==> config.mk <==
export PLATFORM = sky130hd
export DESIGN_NAME = phys_reg_freelist_flat
export DESIGN_NICKNAME = d
export VERILOG_FILES = /design/src/rtl/phys_reg_freelist_if.sv /design/src/rtl/phys_reg_freelist.sv /design/src/flat_wrapper.sv
export SDC_FILE = /design/constraint.sdc
export NUM_CORES = 1
export LEC_CHECK = 0
export BUFFER_PORTS_ARGS = -buffer_cell sky130_fd_sc_hd__buf_2
export CAP_MARGIN = 5
export CORE_MARGIN = 1.5
export CORE_UTILIZATION = 49
export DETAILED_ROUTE_END_ITERATION = 8
export GPL_TIMING_DRIVEN = 1
export PLACE_DENSITY = 0.67
export SYNTH_ARGS = -nofsm -noshare
export SYNTH_HDL_FRONTEND = slang
export SYNTH_SLANG_ARGS = --single-unit
==> constraint.sdc <==
create_clock -name clk -period 4.5 [get_ports clk]
set_clock_uncertainty 0.1 [all_clocks]
set_input_delay 0.675 -clock clk [delete_from_list [all_inputs] [get_ports clk]]
set_output_delay 0.675 -clock clk [all_outputs]
set_load 0.01 [all_outputs]
==> src/rtl/phys_reg_freelist_if.sv <==
// Alloc/free handshake bundle between the Issue Controller (master)
// and the physical register free list (slave).
interface phys_reg_freelist_if #(
  parameter int NUM_PHY_REGS = 64,
  parameter int NUM_SICS     = 2
);
  localparam int PW = $clog2(NUM_PHY_REGS);

  logic          alloc_req  [NUM_SICS];
  logic          alloc_wen  [NUM_SICS];
  logic [PW-1:0] alloc_pr   [NUM_SICS];
  logic          free_wen   [NUM_SICS];
  logic [PW-1:0] free_pr    [NUM_SICS];
  logic [PW:0]   free_count;
  logic          alloc_ready;

  modport master (
    output alloc_req, free_wen, free_pr,
    input  alloc_wen, alloc_pr, free_count, alloc_ready
  );

  modport slave (
    input  alloc_req, free_wen, free_pr,
    output alloc_wen, alloc_pr, free_count, alloc_ready
  );
endinterface

==> src/rtl/phys_reg_freelist.sv <==
// Circular-FIFO free list of physical registers: multi-port same-cycle
// grants from the head, multi-port returns pushed at the tail.
module phys_reg_freelist #(
  parameter int NUM_PHY_REGS = 64,
  parameter int NUM_SICS     = 2
) (
  input logic               clk,
  input logic               rst_n,
  phys_reg_freelist_if.slave bus
);
  localparam int          PW    = $clog2(NUM_PHY_REGS);
  localparam int          CW    = PW + 1;
  localparam int unsigned NINIT = NUM_PHY_REGS - 32;

  logic [PW-1:0] r_fifo    [NUM_PHY_REGS];
  logic          r_in_list [NUM_PHY_REGS];
  logic [PW-1:0] r_head;
  logic [PW-1:0] r_tail;
  logic [CW-1:0] r_count;
  logic          r_ready;

  logic [CW-1:0] w_ngrant;
  logic [CW-1:0] w_nfree;
  logic [CW-1:0] w_count_nxt;
  logic [PW-1:0] w_rd_idx [NUM_SICS];
  logic [PW-1:0] w_wr_idx [NUM_SICS];
  logic          w_push   [NUM_SICS];

  assign bus.free_count  = r_count;
  assign bus.alloc_ready = r_ready;

  // Grants are bounded by the registered count only, so a PR freed this
  // cycle can never be handed out before the next cycle.
  always_comb begin
    w_ngrant = '0;
    for (int unsigned s = 0; s < NUM_SICS; s++) begin
      bus.alloc_wen[s] = 1'b0;
      bus.alloc_pr[s]  = '0;
      w_rd_idx[s]      = r_head + w_ngrant[PW-1:0];
      if (rst_n && bus.alloc_req[s] && (r_count > w_ngrant)) begin
        bus.alloc_wen[s] = 1'b1;
        bus.alloc_pr[s]  = r_fifo[w_rd_idx[s]];
        w_ngrant         = w_ngrant + CW'(1);
      end
    end
  end

  always_comb begin
    w_nfree = '0;
    for (int unsigned s = 0; s < NUM_SICS; s++) begin
      w_push[s]   = bus.free_wen[s] && (bus.free_pr[s] != '0);
      w_wr_idx[s] = r_tail + w_nfree[PW-1:0];
      if (w_push[s]) begin
        w_nfree = w_nfree + CW'(1);
      end
    end
  end

  assign w_count_nxt = r_count + w_nfree - w_ngrant;

  always_ff @(posedge clk) begin
    if (!rst_n) begin
      for (int unsigned i = 0; i < NUM_PHY_REGS; i++) begin
        r_fifo[i]    <= (i < NINIT) ? PW'(32 + i) : '0;
        r_in_list[i] <= (i >= 32);
      end
      r_head  <= '0;
      r_tail  <= PW'(NINIT);
      r_count <= CW'(NINIT);
      r_ready <= (NINIT >= NUM_SICS);
    end else begin
      r_head  <= r_head + w_ngrant[PW-1:0];
      r_tail  <= r_tail + w_nfree[PW-1:0];
      r_count <= w_count_nxt;
      r_ready <= (w_count_nxt >= CW'(NUM_SICS));
      for (int unsigned s = 0; s < NUM_SICS; s++) begin
        if (bus.alloc_wen[s]) begin
          r_in_list[bus.alloc_pr[s]] <= 1'b0;
        end
      end
      for (int unsigned s = 0; s < NUM_SICS; s++) begin
        if (w_push[s]) begin
          r_fifo[w_wr_idx[s]]       <= bus.free_pr[s];
          r_in_list[bus.free_pr[s]] <= 1'b1;
        end
      end
    end
  end

`ifndef SYNTHESIS
  always_ff @(posedge clk) begin
    if (rst_n) begin
      for (int unsigned s = 0; s < NUM_SICS; s++) begin
        if (w_push[s] && r_in_list[bus.free_pr[s]]) begin
          $fatal(1, "phys_reg_freelist: double free of PR %0d", bus.free_pr[s]);
        end
        for (int unsigned t = s + 1; t < NUM_SICS; t++) begin
          if (w_push[s] && w_push[t] && (bus.free_pr[s] == bus.free_pr[t])) begin
            $fatal(1, "phys_reg_freelist: PR %0d freed on two ports", bus.free_pr[s]);
          end
        end
      end
      if (w_count_nxt > CW'(NUM_PHY_REGS - 1)) begin
        $fatal(1, "phys_reg_freelist: free list overflow");
      end
    end
  end
`endif
endmodule
==> src/flat_wrapper.sv <==
// flat-port wrapper written by rule: the top's interface ports become plain ports
module phys_reg_freelist_flat 
#(
  parameter int NUM_PHY_REGS = 64,
  parameter int NUM_SICS     = 2
)
  (clk, rst_n, bus_alloc_req, bus_free_wen, bus_free_pr, bus_alloc_wen, bus_alloc_pr, bus_free_count, bus_alloc_ready);
  phys_reg_freelist_if #(.NUM_PHY_REGS(NUM_PHY_REGS), .NUM_SICS(NUM_SICS)) bus_i ();
  input logic clk;
  input logic rst_n;
  input wire logic [$bits(bus_i.alloc_req)-1:0] bus_alloc_req;
  input wire logic [$bits(bus_i.free_wen)-1:0] bus_free_wen;
  input wire logic [$bits(bus_i.free_pr)-1:0] bus_free_pr;
  output wire logic [$bits(bus_i.alloc_wen)-1:0] bus_alloc_wen;
  output wire logic [$bits(bus_i.alloc_pr)-1:0] bus_alloc_pr;
  output wire logic [$bits(bus_i.free_count)-1:0] bus_free_count;
  output wire logic [$bits(bus_i.alloc_ready)-1:0] bus_alloc_ready;
  assign bus_i.alloc_req = {>>{bus_alloc_req}};
  assign bus_i.free_wen = {>>{bus_free_wen}};
  assign bus_i.free_pr = {>>{bus_free_pr}};
  assign bus_alloc_wen = {>>{bus_i.alloc_wen}};
  assign bus_alloc_pr = {>>{bus_i.alloc_pr}};
  assign bus_free_count = bus_i.free_count;
  assign bus_alloc_ready = bus_i.alloc_ready;
  phys_reg_freelist #(.NUM_PHY_REGS(NUM_PHY_REGS), .NUM_SICS(NUM_SICS)) u_core (.clk(clk), .rst_n(rst_n), .bus(bus_i));
endmodule
==> results.sh, run 1 <==
export IMPL_avgSynthCellArea_sq_um=13.8
export IMPL_start_util_pct=49.5
export IMPL_peakVddDrop_mv=0.421
export IMPL_min_delay_path_depth=3
export IMPL_final_hold_violation_count=0
export IMPL_min_delay_start="rst_n"
export IMPL_synth_ff_type="edfxtp_1"
export IMPL_tightest_slew_ns=1.17
export IMPL_layout_drive_gt1_share_pct=32.2
export IMPL_ys_warn_count=0
export IMPL_fp_dieW_um=233
export IMPL_rsz0062_at_grt="true"
export IMPL_setup_tns_ns=-1.22
export IMPL_clk_latency_ns=0.59
export IMPL_async_reset_ff_share_pct=0
export IMPL_io_buffers=39
export IMPL_start_kind="flip-flop"
export IMPL_crit_type="flip-flop to output pin"
export IMPL_final_setup_worst_slack_ns=-0.231
export IMPL_cts_tree="yes"
export IMPL_max_freq_mhz=211
export IMPL_firstDrtPassIters=8
export IMPL_wire_per_inst_um=35.5
export IMPL_viasPerCell=7.63
export IMPL_synth_edf_count=384
export IMPL_grt_first_pass_wirelength_um=134000
export IMPL_grt_overflow=0
export IMPL_cp_arrival_ns=3.96
export IMPL_hold_class="input port to flip-flop"
export IMPL_grt_max_degree=66
export IMPL_routabilityCongestion=1.00
export IMPL_io_pins=40
export IMPL_die_area_sq_mm=0.0545
export IMPL_ys_ff_latch=404
export IMPL_layout_nets=1961
export IMPL_seqCellArea_sq_mm=0.0119
export IMPL_synthCells=1891
export IMPL_ctsHtreeMaxLevel=2
export IMPL_cts_buffer_depth=3
export IMPL_setup_viol=6
export IMPL_synthDistinctLibCells=84
export IMPL_relSlewSlack_pct=21.6
export IMPL_reg2regPathDepth=20
export IMPL_crit_fanout=7
export IMPL_cts_inserted_buffers=45
export IMPL_clkSinkCount=404
export IMPL_drt_iter0_drc=3740
export IMPL_post_route_min_period_ns=4.73
export IMPL_syn_area_sq_mm=0.0260
export IMPL_row_count=84
export IMPL_vias=20200
export IMPL_die_h_um=233
export IMPL_utilization_pct=55.6
export IMPL_multiInputGateArea_sq_mm=0.0133
export IMPL_core_sq_mm=0.0526
export IMPL_drt_wl_total_um=93900
export IMPL_fillers=4147
export IMPL_violations="negative setup slack"
export IMPL_hpwl_um=60400
export IMPL_run_status="finished, violations left"
export IMPL_cts_root_buf="clkbuf_16"
export IMPL_syn_to_final_growth_pct=12.3
export IMPL_synth_nets=1936
export IMPL_reg2reg_to="u_core.bus.alloc_ready$_SDFF_PN1_"
export IMPL_antenna_found_initial=5
export IMPL_rrSetupSlack_ns=0.24
export IMPL_final_max_slew_violation_count=0
export IMPL_power_density_mw_per_mm2=415
export IMPL_grt_pass1_vias=19400
export IMPL_fin_crit_sh_pct=105
export IMPL_drc_errors=0
export IMPL_path_clk_slew_ns=0.06
export IMPL_p_leak_uw=0.00908
export IMPL_end_kind="output pin"
export IMPL_drtAntennaViolNets=0
export IMPL_cap_violations=0
export IMPL_hold_path_end="u_core.r_tail[5]$_SDFF_PN1_"
export IMPL_required_ns=3.72
export IMPL_ys_seq_area_share_pct=45.9
export IMPL_grt_usage_pct=34.7
export IMPL_r2r_start="u_core.bus.free_count[3]$_SDFF_PN0_"
==> metrics by stage <==
stage / hold slack [ns] / setup slack [ns] / power (uW) / area, sq um / instances
after global routing: 0.555 / -0.292 / 12400 / 29200 / 2639
after floorplan: 0.484 / 0.0272 / 6770 / 26000 / 1891
after global placement: 0.551 / -0.254 / 7900 / 27300 / 2531
after detailed placement: 0.556 / -0.384 / 7950 / 27300 / 2531
final: 0.562 / -0.231 / 12100 / 29200 / 2644
after CTS: 0.540 / -0.197 / 11900 / 29100 / 2631
==> worst max path at each step <==
| stage | endpoint | slack, ns | start |
|---|---|---|---|
| detailed placement | u_core.r_fifo[28][4]$_DFFE_PP_ | -0.38 | bus_free_pr[7] |
| floorplan | u_core.bus.free_count[6]$_SDFF_PN0_ | 0.03 | rst_n |
| global placement | u_core.r_fifo[28][3]$_DFFE_PP_ | -0.25 | bus_free_pr[7] |
| global route | bus_alloc_pr[4] | -0.29 | u_core.bus.free_count[3]$_SDFF_PN0_ |
| finish | bus_alloc_pr[5] | -0.23 | u_core.bus.free_count[3]$_SDFF_PN0_ |
| CTS | bus_alloc_pr[0] | -0.20 | u_core.bus.free_count[2]$_SDFF_PN0_ |
==> registers in the layout (all words and copies together), names as in the netlist <==
register                count
u_core.r_fifo             384
u_core.bus.alloc_ready      1
u_core.bus.free_count       7
u_core.r_head               6
u_core.r_tail               6
==> layer usage <==
layer  GRT usage, %  vias to the layer above  wire, um
met2           50.1                     1813     40500
li1               -                     7962         -
met4           18.1                        6      5270
met1           46.6                    10100     33400
met5              0                        -        36
met3           11.4                      351     14700
==> critical path, stage by stage (launching register included) <==
cell	delay [ns]
dfxtp_2	0.33
inv_2	0.07
ha_4	0.12
nand4bb_1	0.12
o211ai_1	0.23
inv_1	0.10
buf_6	0.15
ha_4	0.33
buf_16	0.17
buf_12	0.13
mux4_2	0.54
mux4_2	0.59
nand3_1	0.14
o211ai_1	0.14
buf_2	0.18
==> cell usage after synthesis (9+ instances only) <==
cell type | number | area [sq um]
inv_1 | 33 | 124
buf_2 | 50 | 250
xnor2_1 | 12 | 105
o211ai_1 | 14 | 105
nand3_1 | 72 | 360
nor3_2 | 13 | 130
buf_1 | 9 | 33.8
mux2i_1 | 50 | 500
nor2_1 | 53 | 199
nor3_1 | 14 | 70.1
o21ai_0 | 12 | 60.1
o22ai_1 | 51 | 319
a31oi_1 | 18 | 113
ha_1 | 23 | 288
nor2_2 | 11 | 68.8
a22oi_1 | 71 | 533
and2_1 | 21 | 131
a22o_1 | 202 | 1770
a2bb2oi_1 | 10 | 87.6
mux2_2 | 31 | 349
dfxtp_1 | 20 | 400
nand3b_1 | 40 | 300
nand2_1 | 109 | 409
a21oi_1 | 18 | 90.1
a21oi_2 | 13 | 114
a21oi_4 | 9 | 146
clkbuf_1 | 123 | 462
o22a_1 | 17 | 149
mux4_2 | 222 | 5000
edfxtp_1 | 384 | 11500
==> cell usage in the layout (no fill, tap or decap), drive strengths merged, types with 22 or more instances in the layout <==
| master | synthesis | layout |
|---|---|---|
| mux2i | 50 | 50 |
| a31oi | 22 | 22 |
| buf | 69 | 170 |
| a22o | 202 | 202 |
| nor2 | 65 | 65 |
| nand2 | 111 | 111 |
| a22oi | 72 | 72 |
| a21oi | 40 | 40 |
| nor3 | 34 | 34 |
| inv | 33 | 32 |
| nand3 | 73 | 73 |
| clkbuf | 124 | 56 |
| mux2 | 31 | 31 |
| ha | 23 | 23 |
| nand3b | 40 | 40 |
| edfxtp | 384 | 384 |
| and2 | 23 | 23 |
| mux4 | 222 | 222 |
| o22ai | 51 | 51 |
==> power breakdown <==
group	internal (uW)	switching (uW)
sequential	4270	158
combinational	1830	2060
clock	2220	1590
==> timing repair <==
item | CTS | global route
buffers inserted | 16 | 8
hold buffers | 0 | 0
pin swaps | 8 | 10
resized for setup | 24 | 12
gates cloned | 2 | 1
setup endpoints to repair | 8 | 11
endpoints found under the hold margin | 0 | 0
==> cell families after synthesis <==
group | Yosys count | synth area share [%]
flops | 404 | 45.9
mux | 303 | 22.5
fa+ha+maj | 27 | 1.41
compound gates | 511 | 16.9
xor+xnor | 18 | 0.895
simple gates | 399 | 8.66
buf+inv | 229 | 3.72
==> final cells by class <==
| type | instances | area share [%] |
|---|---|---|
| Antenna cell | 5 | 0.0429 |
| Clock buffer | 55 | 4.06 |
| Clock inverter | 27 | 1.02 |
| Inverter | 36 | 0.463 |
| Multi-Input combinational cell | 1258 | 45.6 |
| Sequential cell | 404 | 40.9 |
| Tap cell | 688 | 2.95 |
| Timing Repair Buffer | 171 | 4.95 |
No activity file was read; power rests on OpenSTA's default activity.
==> run 2, diff against run 1 <==
--- a/config.mk
+++ b/config.mk
@@ -7,11 +7,13 @@
 export LEC_CHECK = 0
 export BUFFER_PORTS_ARGS = -buffer_cell sky130_fd_sc_hd__buf_2
 export CAP_MARGIN = 5
+export CELL_PAD_IN_SITES_DETAIL_PLACEMENT = 0
+export CELL_PAD_IN_SITES_GLOBAL_PLACEMENT = 1
 export CORE_MARGIN = 1.5
 export CORE_UTILIZATION = 49
 export DETAILED_ROUTE_END_ITERATION = 8
 export GPL_TIMING_DRIVEN = 1
-export PLACE_DENSITY = 0.67
+export PLACE_DENSITY = 0.83
 export SYNTH_ARGS = -nofsm -noshare
 export SYNTH_HDL_FRONTEND = slang
 export SYNTH_SLANG_ARGS = --single-unit
==> run 2 against run 1 <==
The flow still finishes with violations (negative setup slack); non-clock buffer count up 9; critical endpoint is now bus_alloc_pr[0]; largest power group unchanged; sequential share of layout area shrank 0.31 points; clock-buffer cell count grew 3.
==> results.sh, run 2 (synthesis results as in run 1) <==
export IMPL_required_ns=3.72
export IMPL_hpwl_um=59500
export IMPL_cpPeakStageDelay_ns=0.55
export IMPL_grt_pass1_vias=19300
export IMPL_grt_max_degree=92
export IMPL_grt_overflow=0
export IMPL_syn_to_final_growth_pct=13.2
export IMPL_worst_path_max_delay_cell="mux4_2"
export IMPL_routabilityCongestion=1.01
export IMPL_cap_violations=0
export IMPL_r2r_start="u_core.bus.free_count[2]$_SDFF_PN0_"
export IMPL_violations="negative setup slack"
export IMPL_rsz0062_at_grt="true"
export IMPL_grt_usage_pct=34.0
export IMPL_layout_nets=1970
export IMPL_p_leak_uw=0.00914
export IMPL_vias=20100
export IMPL_die_area_sq_mm=0.0545
export IMPL_final_common_cell="edfxtp_1"
export IMPL_utilization_pct=56.0
export IMPL_cp_arrival_ns=3.92
export IMPL_min_delay_start="bus_free_pr[4]"
export IMPL_cts_inserted_buffers=45
export IMPL_end_kind="output pin"
export IMPL_p_total_uw=12100
export IMPL_post_route_min_period_ns=4.69
export IMPL_drt_iter0_drc=3275
export IMPL_io_buffers=39
export IMPL_setup_viol=7
export IMPL_critical_path_startpoint="u_core.bus.free_count[2]$_SDFF_PN0_"
export IMPL_antenna_found_initial=3
export IMPL_drc_errors=0
export IMPL_start_kind="flip-flop"
export IMPL_layout_drive_gt1_share_pct=33.2
export IMPL_core_sq_mm=0.0526
export IMPL_path_delay_family="multiplexers"
export IMPL_wire_per_inst_um=34.8
export IMPL_crit_fanout=6
export IMPL_io_pins=40
export IMPL_largest_reg_flops=384
export IMPL_clk_latency_ns=0.58
export IMPL_layout_common_cells="edfxtp_1, mux4_2, a22o_1, buf_4, nand2_1"
export IMPL_tightest_slew_ns=1.27
export IMPL_cts_root_buf="clkbuf_16"
export IMPL_max_flop_register="u_core.r_fifo"
export IMPL_fp_dieW_um=233
export IMPL_fillers=4100
export IMPL_cts_tree="yes"
export IMPL_crit_type="flip-flop to output pin"
export IMPL_peakVddDrop_mv=0.377
export IMPL_hold_class="input port to flip-flop"
export IMPL_run_status="finished, violations left"
export IMPL_drtAntennaViolNets=0
export IMPL_cts_buffer_depth=3
export IMPL_final_hold_violation_count=0
export IMPL_crit_chain="inv_2 -> ha_4 -> nand4bb_1 -> o211ai_1 -> inv_1 -> buf_6 -> ha_4 -> buf_6 -> buf_12 -> mux4_2 -> mux4_2 -> nand3_1 -> o211ai_1 -> buf_2"
export IMPL_clkSinkCount=404
export IMPL_rrSetupSlack_ns=-0.03
export IMPL_die_h_um=233
export IMPL_firstDrtPassIters=8
export IMPL_grt_first_pass_wirelength_um=132000
export IMPL_final_setup_worst_slack_ns=-0.194
export IMPL_row_count=84
export IMPL_crit_buf_inv=6
export IMPL_drt_wl_total_um=92100
export IMPL_start_util_pct=49.5
export IMPL_relSlewSlack_pct=15.1
export IMPL_ctsHtreeMaxLevel=2
export IMPL_fin_crit_sh_pct=104
export IMPL_power_density_mw_per_mm2=413
export IMPL_cts_hold_buf=0
export IMPL_final_max_slew_violation_count=0
export IMPL_max_freq_mhz=213
export IMPL_viasPerCell=7.58
export IMPL_path_clk_slew_ns=0.06
[run 2: worst paths after layout]
kind,to,depth (start not counted)
setup / recovery,bus_alloc_pr[0],14
hold / removal,u_core.r_fifo[59][4]$_DFFE_PP_,3
setup reg to reg,u_core.bus.alloc_ready$_SDFF_PN1_,24
hold reg to reg,u_core.r_head[5]$_SDFF_PN0_,2
[run 2: metal layers]
metal  vias to the layer above  track usage (%)  wire length [um]
met4                         2             18.3              5950
met2                      1815             49.5             39600
met1                      9901             44.3             32200
met5                         -                0                13
li1                       7966                -                 -
met3                       402             12.4             14400
[run 2: through the flow]
step / hold slack [ns] / TNS [ns] / instance area, sq um / worst slack [ns] / instances
floorplan: 0.484 / 0 / 26000 / 0.0272 / 1891
global placement: 0.556 / 0 / 27300 / 0.175 / 2528
detailed placement: 0.557 / 0 / 27300 / 0.0942 / 2528
CTS: 0.538 / -1.04 / 29300 / -0.158 / 2644
global route: 0.579 / -2.20 / 29400 / -0.339 / 2647
finish: 0.570 / -1.10 / 29400 / -0.194 / 2650
[run 2: repair_timing]
action,in CTS,in global routing
buffers inserted,28,4
pin swaps,13,14
setup endpoints to repair,6,10
cloned,7,1
gates resized for setup,44,16
[run 2: power by group]
group / total, uW / switching [uW] / internal, uW
registers: 4420 / 153 / 4270
logic: 4000 / 2070 / 1930
clock network: 3710 / 1580 / 2140
total: 12100 / 3800 / 8330
[run 2: area by class of cell]
type | count | area (sq um) | area share, %
multi-input combinational | 1258 | 13400 | 45.5
tap | 688 | 861 | 2.93
clock inverter | 23 | 225 | 0.765
inverter | 36 | 135 | 0.459
sequential | 404 | 11900 | 40.6
timing repair buffer | 180 | 1630 | 5.55
clock buffer | 58 | 1220 | 4.14
antenna | 3 | 7.51 | 0.0255
[run 2: tightest hold or removal path, delay by kind of cell]
kind                   cells  cell delay [ns]
buffers and inverters      2             0.30
AOI/OAI and AO/OA          1             0.16
